[src/rtl/uart_rx_frame_ctrl_pkg.sv]
// Shared definitions for the UART command-frame receiver: state encoding,
// error codes and the default sync byte.
package uart_rx_frame_ctrl_pkg;

    typedef enum logic [2:0] {
        ST_HUNT,
        ST_ADDR,
        ST_LEN,
        ST_PAYLOAD,
        ST_CSUM,
        ST_DRAIN
    } state_t;

    localparam logic [1:0] c_ERR_OVERRUN  = 2'b00;
    localparam logic [1:0] c_ERR_BAD_LEN  = 2'b01;
    localparam logic [1:0] c_ERR_BAD_CSUM = 2'b10;
    localparam logic [1:0] c_ERR_TIMEOUT  = 2'b11;

    localparam logic [7:0] c_SYNC_DEFAULT = 8'hA5;

endpackage

[src/rtl/uart_rx_frame_ctrl_buf.sv]
// Payload buffer: p_DEPTH x 8 register array, synchronous write,
// combinational read by index.
module uart_frame_buf #(
    parameter int p_DEPTH = 16,
    parameter int p_IDX_W = 4
) (
    input  logic               i_Clk,
    input  logic               i_Wr_En,
    input  logic [p_IDX_W-1:0] i_Wr_Idx,
    input  logic [7:0]         i_Wr_Data,
    input  logic [p_IDX_W-1:0] i_Rd_Idx,
    output logic [7:0]         o_Rd_Data
);

    logic [7:0] r_mem [p_DEPTH];

    // NOTE: the array has no reset; only indices written by the current frame are ever read.
    always_ff @(posedge i_Clk) begin
        if (i_Wr_En) begin
            r_mem[i_Wr_Idx] <= i_Wr_Data;
        end
    end

    assign o_Rd_Data = r_mem[i_Rd_Idx];

endmodule

[src/rtl/uart_rx_frame_ctrl.sv]
// Frames the UART byte stream (sync, addr, len, payload, checksum), checks the
// sum and drains verified payload downstream over valid/ready.
module uart_rx_frame_ctrl
    import uart_rx_frame_ctrl_pkg::*;
#(
    parameter logic [7:0] p_SYNC         = c_SYNC_DEFAULT,
    parameter int         p_MAX_LEN      = 16,
    parameter int         p_TIMEOUT_CLKS = 4340
) (
    input  logic       i_Clk,
    input  logic       i_Rst,
    input  logic       i_Rx_DV,
    input  logic [7:0] i_Rx_Byte,
    output logic       o_Out_Valid,
    output logic [7:0] o_Out_Byte,
    output logic       o_Out_Last,
    input  logic       i_Out_Ready,
    output logic [7:0] o_Frame_Addr,
    output logic [7:0] o_Frame_Len,
    output logic       o_Frame_Ok,
    output logic       o_Err,
    output logic [1:0] o_Err_Code,
    output logic       o_Busy
);

    localparam int c_IDX_W = (p_MAX_LEN > 1) ? $clog2(p_MAX_LEN) : 1;
    localparam int c_TMO_W = $clog2(p_TIMEOUT_CLKS + 1);
    localparam logic [c_TMO_W-1:0] c_TMO_LAST = c_TMO_W'(p_TIMEOUT_CLKS - 1);

    state_t             r_state,    w_state_nx;
    logic [7:0]         r_idx,      w_idx_nx;
    logic [7:0]         r_len,      w_len_nx;
    logic [7:0]         r_addr,     w_addr_nx;
    logic [7:0]         r_sum,      w_sum_nx;
    logic [c_TMO_W-1:0] r_tmo,      w_tmo_nx;
    logic               r_frame_ok, w_frame_ok_nx;
    logic               r_err,      w_err_nx;
    logic [1:0]         r_err_code, w_err_code_nx;

    logic       w_wr_en;
    logic [7:0] w_rd_data;
    logic [7:0] w_sum_byte;
    logic       w_last;
    logic       w_tmo_active;
    logic       w_timeout;

    uart_frame_buf #(
        .p_DEPTH (p_MAX_LEN),
        .p_IDX_W (c_IDX_W)
    ) u_buf (
        .i_Clk     (i_Clk),
        .i_Wr_En   (w_wr_en),
        .i_Wr_Idx  (r_idx[c_IDX_W-1:0]),
        .i_Wr_Data (i_Rx_Byte),
        .i_Rd_Idx  (r_idx[c_IDX_W-1:0]),
        .o_Rd_Data (w_rd_data)
    );

    assign w_sum_byte   = r_sum + i_Rx_Byte;
    assign w_last       = (r_idx == r_len - 8'd1);
    assign w_tmo_active = (r_state == ST_ADDR) || (r_state == ST_LEN) ||
                          (r_state == ST_PAYLOAD) || (r_state == ST_CSUM);
    // An arriving byte always beats an expiring timer.
    assign w_timeout    = w_tmo_active && !i_Rx_DV && (r_tmo == c_TMO_LAST);

    // NOTE: every output of this block gets a default first, so no path can infer a latch.
    always_comb begin
        w_state_nx    = r_state;
        w_idx_nx      = r_idx;
        w_len_nx      = r_len;
        w_addr_nx     = r_addr;
        w_sum_nx      = r_sum;
        w_tmo_nx      = '0;
        w_frame_ok_nx = 1'b0;
        w_err_nx      = 1'b0;
        w_err_code_nx = r_err_code;
        w_wr_en       = 1'b0;

        if (w_tmo_active && !i_Rx_DV && !w_timeout) begin
            w_tmo_nx = r_tmo + 1'b1;
        end

        if (w_timeout) begin
            w_err_nx      = 1'b1;
            w_err_code_nx = c_ERR_TIMEOUT;
            w_state_nx    = ST_HUNT;
        end else begin
            unique case (r_state)
                ST_HUNT: begin
                    if (i_Rx_DV && (i_Rx_Byte == p_SYNC)) begin
                        w_sum_nx   = 8'd0;
                        w_state_nx = ST_ADDR;
                    end
                end
                ST_ADDR: begin
                    if (i_Rx_DV) begin
                        w_addr_nx  = i_Rx_Byte;
                        w_sum_nx   = i_Rx_Byte;
                        w_state_nx = ST_LEN;
                    end
                end
                ST_LEN: begin
                    if (i_Rx_DV) begin
                        w_len_nx = i_Rx_Byte;
                        w_sum_nx = w_sum_byte;
                        if (i_Rx_Byte > 8'(p_MAX_LEN)) begin
                            w_err_nx      = 1'b1;
                            w_err_code_nx = c_ERR_BAD_LEN;
                            w_state_nx    = ST_HUNT;
                        end else if (i_Rx_Byte == 8'd0) begin
                            w_state_nx = ST_CSUM;
                        end else begin
                            w_idx_nx   = 8'd0;
                            w_state_nx = ST_PAYLOAD;
                        end
                    end
                end
                ST_PAYLOAD: begin
                    if (i_Rx_DV) begin
                        w_wr_en  = 1'b1;
                        w_sum_nx = w_sum_byte;
                        w_idx_nx = r_idx + 8'd1;
                        if (w_last) begin
                            w_state_nx = ST_CSUM;
                        end
                    end
                end
                ST_CSUM: begin
                    if (i_Rx_DV) begin
                        if (w_sum_byte == 8'd0) begin
                            w_frame_ok_nx = 1'b1;
                            w_idx_nx      = 8'd0;
                            w_state_nx    = (r_len == 8'd0) ? ST_HUNT : ST_DRAIN;
                        end else begin
                            w_err_nx      = 1'b1;
                            w_err_code_nx = c_ERR_BAD_CSUM;
                            w_state_nx    = ST_HUNT;
                        end
                    end
                end
                ST_DRAIN: begin
                    if (i_Out_Ready) begin
                        w_idx_nx = r_idx + 8'd1;
                        if (w_last) begin
                            w_state_nx = ST_HUNT;
                        end
                    end
                    if (i_Rx_DV) begin
                        w_err_nx      = 1'b1;
                        w_err_code_nx = c_ERR_OVERRUN;
                    end
                end
                default: w_state_nx = ST_HUNT;
            endcase
        end
    end

    // NOTE: sequential state uses non-blocking assignments so every register samples pre-edge values.
    always_ff @(posedge i_Clk) begin
        if (i_Rst) begin
            r_state    <= ST_HUNT;
            r_idx      <= '0;
            r_len      <= '0;
            r_addr     <= '0;
            r_sum      <= '0;
            r_tmo      <= '0;
            r_frame_ok <= 1'b0;
            r_err      <= 1'b0;
            r_err_code <= '0;
        end else begin
            r_state    <= w_state_nx;
            r_idx      <= w_idx_nx;
            r_len      <= w_len_nx;
            r_addr     <= w_addr_nx;
            r_sum      <= w_sum_nx;
            r_tmo      <= w_tmo_nx;
            r_frame_ok <= w_frame_ok_nx;
            r_err      <= w_err_nx;
            r_err_code <= w_err_code_nx;
        end
    end

    assign o_Out_Valid  = (r_state == ST_DRAIN);
    assign o_Out_Byte   = o_Out_Valid ? w_rd_data : 8'd0;
    assign o_Out_Last   = o_Out_Valid && w_last;
    assign o_Frame_Addr = r_addr;
    assign o_Frame_Len  = r_len;
    assign o_Frame_Ok   = r_frame_ok;
    assign o_Err        = r_err;
    assign o_Err_Code   = r_err_code;
    assign o_Busy       = (r_state != ST_HUNT);

endmodule

[config.mk]
export PLATFORM = sky130hd
export DESIGN_NAME = uart_rx_frame_ctrl
export DESIGN_NICKNAME = d
export VERILOG_FILES = /design/src/rtl/uart_rx_frame_ctrl_pkg.sv /design/src/rtl/uart_rx_frame_ctrl_buf.sv /design/src/rtl/uart_rx_frame_ctrl.sv
export SDC_FILE = /design/constraint.sdc
export NUM_CORES = 1
export LEC_CHECK = 0
export ABC_AREA = 1
export CAP_MARGIN = 0
export CORE_MARGIN = 2
export CORE_UTILIZATION = 52
export DETAILED_ROUTE_END_ITERATION = 12
export PLACE_DENSITY = 0.75
export SLEW_MARGIN = 20
export SYNTH_ARGS = -nofsm -noshare
export SYNTH_HDL_FRONTEND = slang
export SYNTH_SLANG_ARGS = --single-unit
[constraint.sdc]
create_clock -name i_Clk -period 2.2 [get_ports i_Clk]
set_input_delay 0.44 -clock i_Clk [delete_from_list [all_inputs] [get_ports i_Clk]]
set_output_delay 0.44 -clock i_Clk [all_outputs]
set_load 0.03 [all_outputs]
# == After elaboration in Yosys (flattened, before gate mapping) ==
# Memories as Yosys holds them, arrays and structs flattened. A register that Yosys moved wholly into a read port is not among the register bits.
# Cells that the tools add are included.
# classes
n_addsub,4
order_cmp,1
eq_ne,25
muxes,47
bitwise_logic,4
reduce_logical,28
# ops
operator,count
8-bit two-way mux,11
3-bit two-way mux,12
8-bit case mux with 4 select lines,1
8-bit logical NOT,3
8-bit case mux with 3 select lines,1
3-bit case mux with 6 select lines,1
"2-bit != test, second input constant",8
"13-bit by 1-bit adder with 13-bit output, second input constant",1
"13-bit == test, second input constant",1
2-bit two-way mux,6
1-bit two-way mux,11
"3-bit != test, second input constant",3
9-bit AND reduction,1
"8-bit by 1-bit adder with 8-bit output, second input constant",1
8-bit adder,1
8-bit == test,1
"8-bit == test, second input constant",1
"8-bit by 5-bit greater-than comparator with 1-bit output, second input constant",1
4-bit two-way mux,2
"2-bit by 1-bit != test with 1-bit output, second input constant",4
8-bit AND reduction,1
4-bit nonzero test,2
"8-bit by 1-bit subtractor with 8-bit output, second input constant",1
"3-bit by 2-bit == test with 1-bit output, second input constant",2
other kinds (16),32
# word_totals
ff_bits,52
ram_bits,128
output_inout_bits,31
wordCells,119
n_memories,1
# mem_list
name,words,word_bits,rd,rd_clocked_by_memory_dff,write_ports,line_no,source
u_buf.r_mem,16,8,1,1,1,uart_rx_frame_ctrl_buf.sv:15,logic [7:0] r_mem [p_DEPTH];

# == Longest topological paths before layout ==
# Gate-level depths: netlist (run 1).
# depth
ltp_word,10
ltp_mapped,16
ltp_nobuf,15

# == Cells and area by module ==
# Synthesis (run 1) repeated with hierarchy kept, for this count alone.
# unflattened
cells_unflattened,1057
area_unflattened_um2,8903.5
# modules_own_cells
module,n_inst,cells_per_inst,area_per_inst_um2,seq_area_each_um2
uart_frame_buf,1,545,5611.6,3843.7
uart_rx_frame_ctrl,1,512,3291.9,1041.0

# == Worst setup path after synthesis (run 1) ==
# Ideal clock, no wire load.
# synth_path
kind,register to output
from,register r_len[0] (netlist: o_Frame_Len[0])
to,output port o_Out_Last
t_arrival_ps,1896
required_ps,1760
path_slack_ps,-136
path_stages_with_launch,12
cell_sequence,dfxtp_1 > inv_1 > ha_1 > nand2_1 > inv_1 > nor2_1 > nand2_1 > nor2_1 > nand3_1 > nor2_1 > nand2_1 > nor2_1
# synth_between
elab_chain_len,3
# synth_rtl
item,line_no,source
from (decl),uart_rx_frame_ctrl.sv:32,"logic [7:0] r_len, w_len_nx;"
from (signal assigned),uart_rx_frame_ctrl.sv:173,r_len <= w_len_nx;
8-bit by 1-bit subtractor with 8-bit output,uart_rx_frame_ctrl.sv:60,assign w_last = (r_idx == r_len - 8'd1);
8-bit == test,uart_rx_frame_ctrl.sv:60,
1-bit logical AND,uart_rx_frame_ctrl.sv:185,assign o_Out_Last = o_Out_Valid && w_last;
to (decl),uart_rx_frame_ctrl.sv:16,"output logic o_Out_Last,"
# No other way between the ends.

==> flow_summary.html, run 1 <==
<table>
<tr><th>Metric</th><th>Value</th></tr>
<tr><th colspan="2">Yosys</th></tr>
<tr><td>Sequential fraction of the synthesis area</td><td>between 60% and 70%</td></tr>
<tr><td>Count of flip-flops with a built-in enable after synthesis</td><td>about 130</td></tr>
<tr><td>Synthesized netlist net count</td><td>880</td></tr>
<tr><td>Leading post-synthesis cells by instance count</td><td>sky130_fd_sc_hd__nor2_1 (160), sky130_fd_sc_hd__edfxtp_1 (128), sky130_fd_sc_hd__nand2_1 (119)</td></tr>
<tr><td>Netlist cell types</td><td>43</td></tr>
<tr><td>Per-instance average area after synthesis</td><td>~9.7 sq um</td></tr>
<tr><td>Most used DFF post-synth</td><td>sky130_fd_sc_hd__edfxtp_1</td></tr>
<tr><td>Cell area after synthesis</td><td>between 8000 and 9000 sq um</td></tr>
<tr><td>Yosys top cell by area</td><td>sky130_fd_sc_hd__edfxtp_1</td></tr>
<tr><td>Top-count cell post-synth</td><td>sky130_fd_sc_hd__nor2_1</td></tr>
<tr><td>Gate count after technology mapping</td><td>~850</td></tr>
<tr><td>Total number of yosys warnings</td><td>0</td></tr>
<tr><td>Flop and latch count out of synthesis</td><td>184</td></tr>
<tr><td>Share of Yosys cell area claimed by the top area cell type</td><td>46.6%</td></tr>
<tr><td>Async set or reset register ratio after synthesis</td><td>0%</td></tr>
<tr><td>Dominant cells by area after synthesis</td><td>sky130_fd_sc_hd__edfxtp_1 (47%), sky130_fd_sc_hd__dfxtp_1 (14%), sky130_fd_sc_hd__nor2_1 (7.3%)</td></tr>
<tr><th colspan="2">Layout</th></tr>
<tr><td>Number of inserted filler cells in the final layout</td><td>between 1,000 and 1,500</td></tr>
<tr><td>Area Overhead vs Synth</td><td>30.0%</td></tr>
<tr><td>Final core utilization</td><td>around 68%</td></tr>
<tr><td>Area of combinational cells with multiple inputs</td><td>between 3000 and 4000 sq um</td></tr>
<tr><td>Fraction of layout instances using a drive strength above 1</td><td>between 20% and 30%</td></tr>
<tr><td>Design area</td><td>between 10,000 and 15,000 sq um</td></tr>
<tr><td>Sequential cell area in the final layout</td><td>around 5000 sq um</td></tr>
<tr><td>Final instance count without filler cells</td><td>1,207</td></tr>
<tr><td>Total inserted antenna cells</td><td>0</td></tr>
<tr><td>Layout Nets</td><td>1,005</td></tr>
<tr><th colspan="2">Clocking</th></tr>
<tr><td>Number of hold-repair buffers added at the cts stage</td><td>0</td></tr>
<tr><td>Clock latency on the worst-skew pair</td><td>roughly 0.44 ns</td></tr>
<tr><td>Clock tree from TritonCTS</td><td>built</td></tr>
<tr><td>Buffers from clock root to sink, at most</td><td>2</td></tr>
<tr><td>Number of buffers created by CTS</td><td>17</td></tr>
<tr><td>Clock tree sinks</td><td>184</td></tr>
<tr><td>Reg clk slew, reported paths</td><td>approximately 0.070 ns</td></tr>
<tr><td>Clock root buffer</td><td>sky130_fd_sc_hd__clkbuf_16</td></tr>
<tr><td>CTS H-tree lvls</td><td>4</td></tr>
<tr><th colspan="2">Timing</th></tr>
<tr><td>Clock period minus worst slack</td><td>~2.4 ns</td></tr>
<tr><td>Max-Slew Margin vs Limit</td><td>approximately 68%</td></tr>
<tr><td>Number of failing setup endpoints in the final timing report</td><td>9</td></tr>
<tr><td>Maximum operating frequency</td><td>around 0.41 GHz</td></tr>
<tr><td>Slew of the pin with the lowest slew margin</td><td>around 0.48 ns</td></tr>
<tr><td>Final Max Slew Viols</td><td>0</td></tr>
<tr><td>Worst clock skew on the final layout</td><td>roughly 0.0079 ns</td></tr>
<tr><td>Final worst-path setup slack</td><td>-0.244 ns</td></tr>
<tr><td>Tcrit/Tclk final</td><td>111%</td></tr>
<tr><td>RSZ-0062 raised after global routing</td><td>true</td></tr>
<tr><td>Count of final hold-check violations</td><td>0</td></tr>
<tr><td>Hold slack final</td><td>around 0.48 ns</td></tr>
<tr><th colspan="2">Global route</th></tr>
<tr><td>Wire length of the first global-routing pass</td><td>32,800 um</td></tr>
<tr><td>All-layer global routing usage</td><td>approximately 26%</td></tr>
<tr><td>Total overflow reported by the global router</td><td>0</td></tr>
<tr><td>Vias in the first global route</td><td>6,286</td></tr>
<tr><td>Antenna violations before repair</td><td>0</td></tr>
<tr><td>Largest net degree at the start of global routing</td><td>33</td></tr>
<tr><th colspan="2">Placement</th></tr>
<tr><td>Cell area reported after detailed placement</td><td>~9400 sq um</td></tr>
<tr><td>Detailed-placement wirelength estimate</td><td>approximately 14,000 um</td></tr>
<tr><td># placed instances</td><td>between 1,000 and 1,500</td></tr>
<tr><td>Port Buffer Count</td><td>42</td></tr>
<tr><td>Final weighted congestion of routability-driven global placement</td><td>about 0.85</td></tr>
<tr><th colspan="2">Floorplan</th></tr>
<tr><td>Initial core utilization</td><td>~53%</td></tr>
<tr><td>Horiz. Die Dim</td><td>130 um</td></tr>
<tr><td>I/O pin count</td><td>43</td></tr>
<tr><td>Core Box Area</td><td>between 15,000 and 20,000 sq um</td></tr>
<tr><td>Die boundary height</td><td>~130 um</td></tr>
<tr><td>Total Die Area</td><td>16,900 sq um</td></tr>
<tr><td>Std cell rows</td><td>46</td></tr>
<tr><th colspan="2">Power</th></tr>
<tr><td>Peak VDD IR</td><td>between 0.5 and 0.6 mV</td></tr>
<tr><td>Final total power</td><td>7.31 mW</td></tr>
<tr><td>Leakage power</td><td>3.95 nW</td></tr>
<tr><td>Total power per unit cell area</td><td>681 nW/um^2</td></tr>
<tr><th colspan="2">Drt</th></tr>
<tr><td>Wire length on met1</td><td>9240 um</td></tr>
<tr><td>Top layer reached by signal wires</td><td>met4</td></tr>
<tr><td>Drc violations</td><td>0</td></tr>
<tr><td>Total wire length</td><td>about 22,000 um</td></tr>
<tr><td>Metal3 WL</td><td>roughly 1700 um</td></tr>
<tr><td>Length of routed met2 wiring</td><td>10,900 um</td></tr>
<tr><td>Total iterations of the first detailed-routing run</td><td>5</td></tr>
<tr><td>Detailed Route Iter0 Violations</td><td>685</td></tr>
<tr><td>Detail-routed net length per standard cell</td><td>roughly 19 um</td></tr>
<tr><td>Vias after detailed routing</td><td>6,812</td></tr>
<tr><td>Vias per inst</td><td>between 5 and 6</td></tr>
<tr><td>Number of nets with antenna violations after detailed routing</td><td>0</td></tr>
<tr><th colspan="2">Setup path</th></tr>
<tr><td>Worst Setup Start Kind</td><td>register</td></tr>
<tr><td>CP Class</td><td>register to primary output</td></tr>
<tr><td>Chain of cells forming the critical path</td><td>buf_6 &gt; clkbuf_16 &gt; o21ai_0 &gt; o22ai_1 &gt; o211ai_1 &gt; a21oi_2 &gt; buf_6</td></tr>
<tr><td>Arrival @ worst endpoint</td><td>approximately 2.0 ns</td></tr>
<tr><td>Highest cell delay on the worst timing path</td><td>0.39 ns</td></tr>
<tr><td>Critical Path RT</td><td>1.76 ns</td></tr>
<tr><td>Worst setup EP type</td><td>primary output</td></tr>
<tr><td>Most frequent CP cell</td><td>sky130_fd_sc_hd__buf_6</td></tr>
<tr><td>CP max FO</td><td>7</td></tr>
<tr><td>Slowest CP cell</td><td>sky130_fd_sc_hd__dfxtp_4</td></tr>
<tr><th colspan="2">Outcome</th></tr>
<tr><td>Violations in the final reports</td><td>negative setup slack</td></tr>
<tr><td>Outcome</td><td>finished, violations left</td></tr>
<tr><th colspan="2">Min path</th></tr>
<tr><td>Class of the tightest hold or removal check</td><td>register to register</td></tr>
<tr><th colspan="2">Run</th></tr>
<tr><td>Max-cap viol count</td><td>0</td></tr>
</table>
## repair_timing
action,CTS,global route
gates cloned,2,7
setup buffers,1,12
hold endpoints to repair,0,0
setup endpoints to repair,28,27
gates resized for setup,50,91
pin swaps,15,47
## layer usage
metal / GRT usage, % / vias up
met4: 8.98 / 0
met5: 0 / -
met2: 43.6 / 294
li1: - / 3223
met1: 33.8 / 3256
met3: 5.08 / 39
## layout make-up
cell class	instances	share of cell area [%]
sequential	184	46.4
tap	216	2.52
clock buffer	18	4.00
multi-input combinational	570	30.3
timing repair buffer	137	12.9
inverter	68	2.58
clock inverter	14	1.35
## sequential cells by signal, indices dropped and copies added (netlist names), 2 cells and up, named ones only
signal,flops
u_buf.r_mem,128
r_tmo,13
o_Frame_Addr,8
o_Frame_Len,8
r_idx,8
r_sum,8
r_state,3
o_Err_Code,2
## layout by cell type, fill, tap and decap left out, types with 7 or more instances in the layout
cell type                         synthesis  final
sky130_fd_sc_hd__a211oi_1                 8      8
sky130_fd_sc_hd__nand2_2                  2      8
sky130_fd_sc_hd__dfxtp_1                 56     50
sky130_fd_sc_hd__nand4_1                  8      8
sky130_fd_sc_hd__o221ai_1                24     14
sky130_fd_sc_hd__o21ai_0                 74     51
sky130_fd_sc_hd__nor3_1                   7      7
sky130_fd_sc_hd__o22ai_1                  9      7
sky130_fd_sc_hd__a21oi_1                 45     37
sky130_fd_sc_hd__o221ai_2                 0      9
sky130_fd_sc_hd__nand3_1                 39     33
sky130_fd_sc_hd__edfxtp_1               128    128
sky130_fd_sc_hd__buf_12                   0      7
sky130_fd_sc_hd__buf_4                    1     71
sky130_fd_sc_hd__clkbuf_16                0     22
sky130_fd_sc_hd__o211ai_1                11     11
sky130_fd_sc_hd__inv_1                   59     55
sky130_fd_sc_hd__ha_1                    14      8
sky130_fd_sc_hd__o21ai_1                 12     25
sky130_fd_sc_hd__a21oi_2                  2     10
sky130_fd_sc_hd__buf_6                    1     19
sky130_fd_sc_hd__inv_2                    7      8
sky130_fd_sc_hd__nand2_1                119    111
sky130_fd_sc_hd__nand3_2                  1      7
sky130_fd_sc_hd__o21ai_2                  4     13
sky130_fd_sc_hd__nor2_1                 160    153
sky130_fd_sc_hd__clkdlybuf4s50_1          0     25
## critical path: cells and delay by family (launching register included)
| family | cells | cell delay, ns |
|---|---|---|
| AOI/OAI and AO/OA | 4 | 0.72 |
| DFF | 1 | 0.39 |
| buffers and inverters | 3 | 0.44 |
## cell families after synthesis
group                      count (synthesis)  share of synthesized area (%)
and+or+nand+nor                          349                           17.6
adders and majority gates                 15                           2.36
AOI/OAI and AO/OA                        193                           13.9
buffers and inverters                    100                           4.76
DFF                                      184                           60.1
xor gates and xnor gates                  12                           1.27
## path summary, 6_finish.rpt
path / endpoint / slack, ns / cells after the start / start
worst max-delay path: o_Out_Byte[3] / -0.24 / 7 / register
worst max register to register: register / 0.10 / 15 / r_sum[0]
worst min register to register: r_tmo[0] / 0.48 / 1 / r_tmo[0]
worst min-delay path: r_tmo[0] / 0.48 / 1 / r_tmo[0]
## power by group
part,switching [mW],total [mW],internal (mW)
sequential,0.0281,3.75,3.72
clock,1.38,2.97,1.59
combinational,0.339,0.596,0.257
## metrics by stage
stage	worst slack, ns	TNS (ns)
final	-0.244	-1.78
after global routing	-0.302	-2.86
after CTS	-0.217	-1.67
after detailed placement	-0.641	-12.25
after global placement	-0.571	-11.10
after floorplan	0.0518	0
No activity file was read; power rests on OpenSTA's default activity.
==> run 2: changes to the inputs <==
- SLEW_MARGIN: 20 -> 10
==> results of run 2 <==
Same layout as run 1: the final DEF is identical, and so are final timing and power.
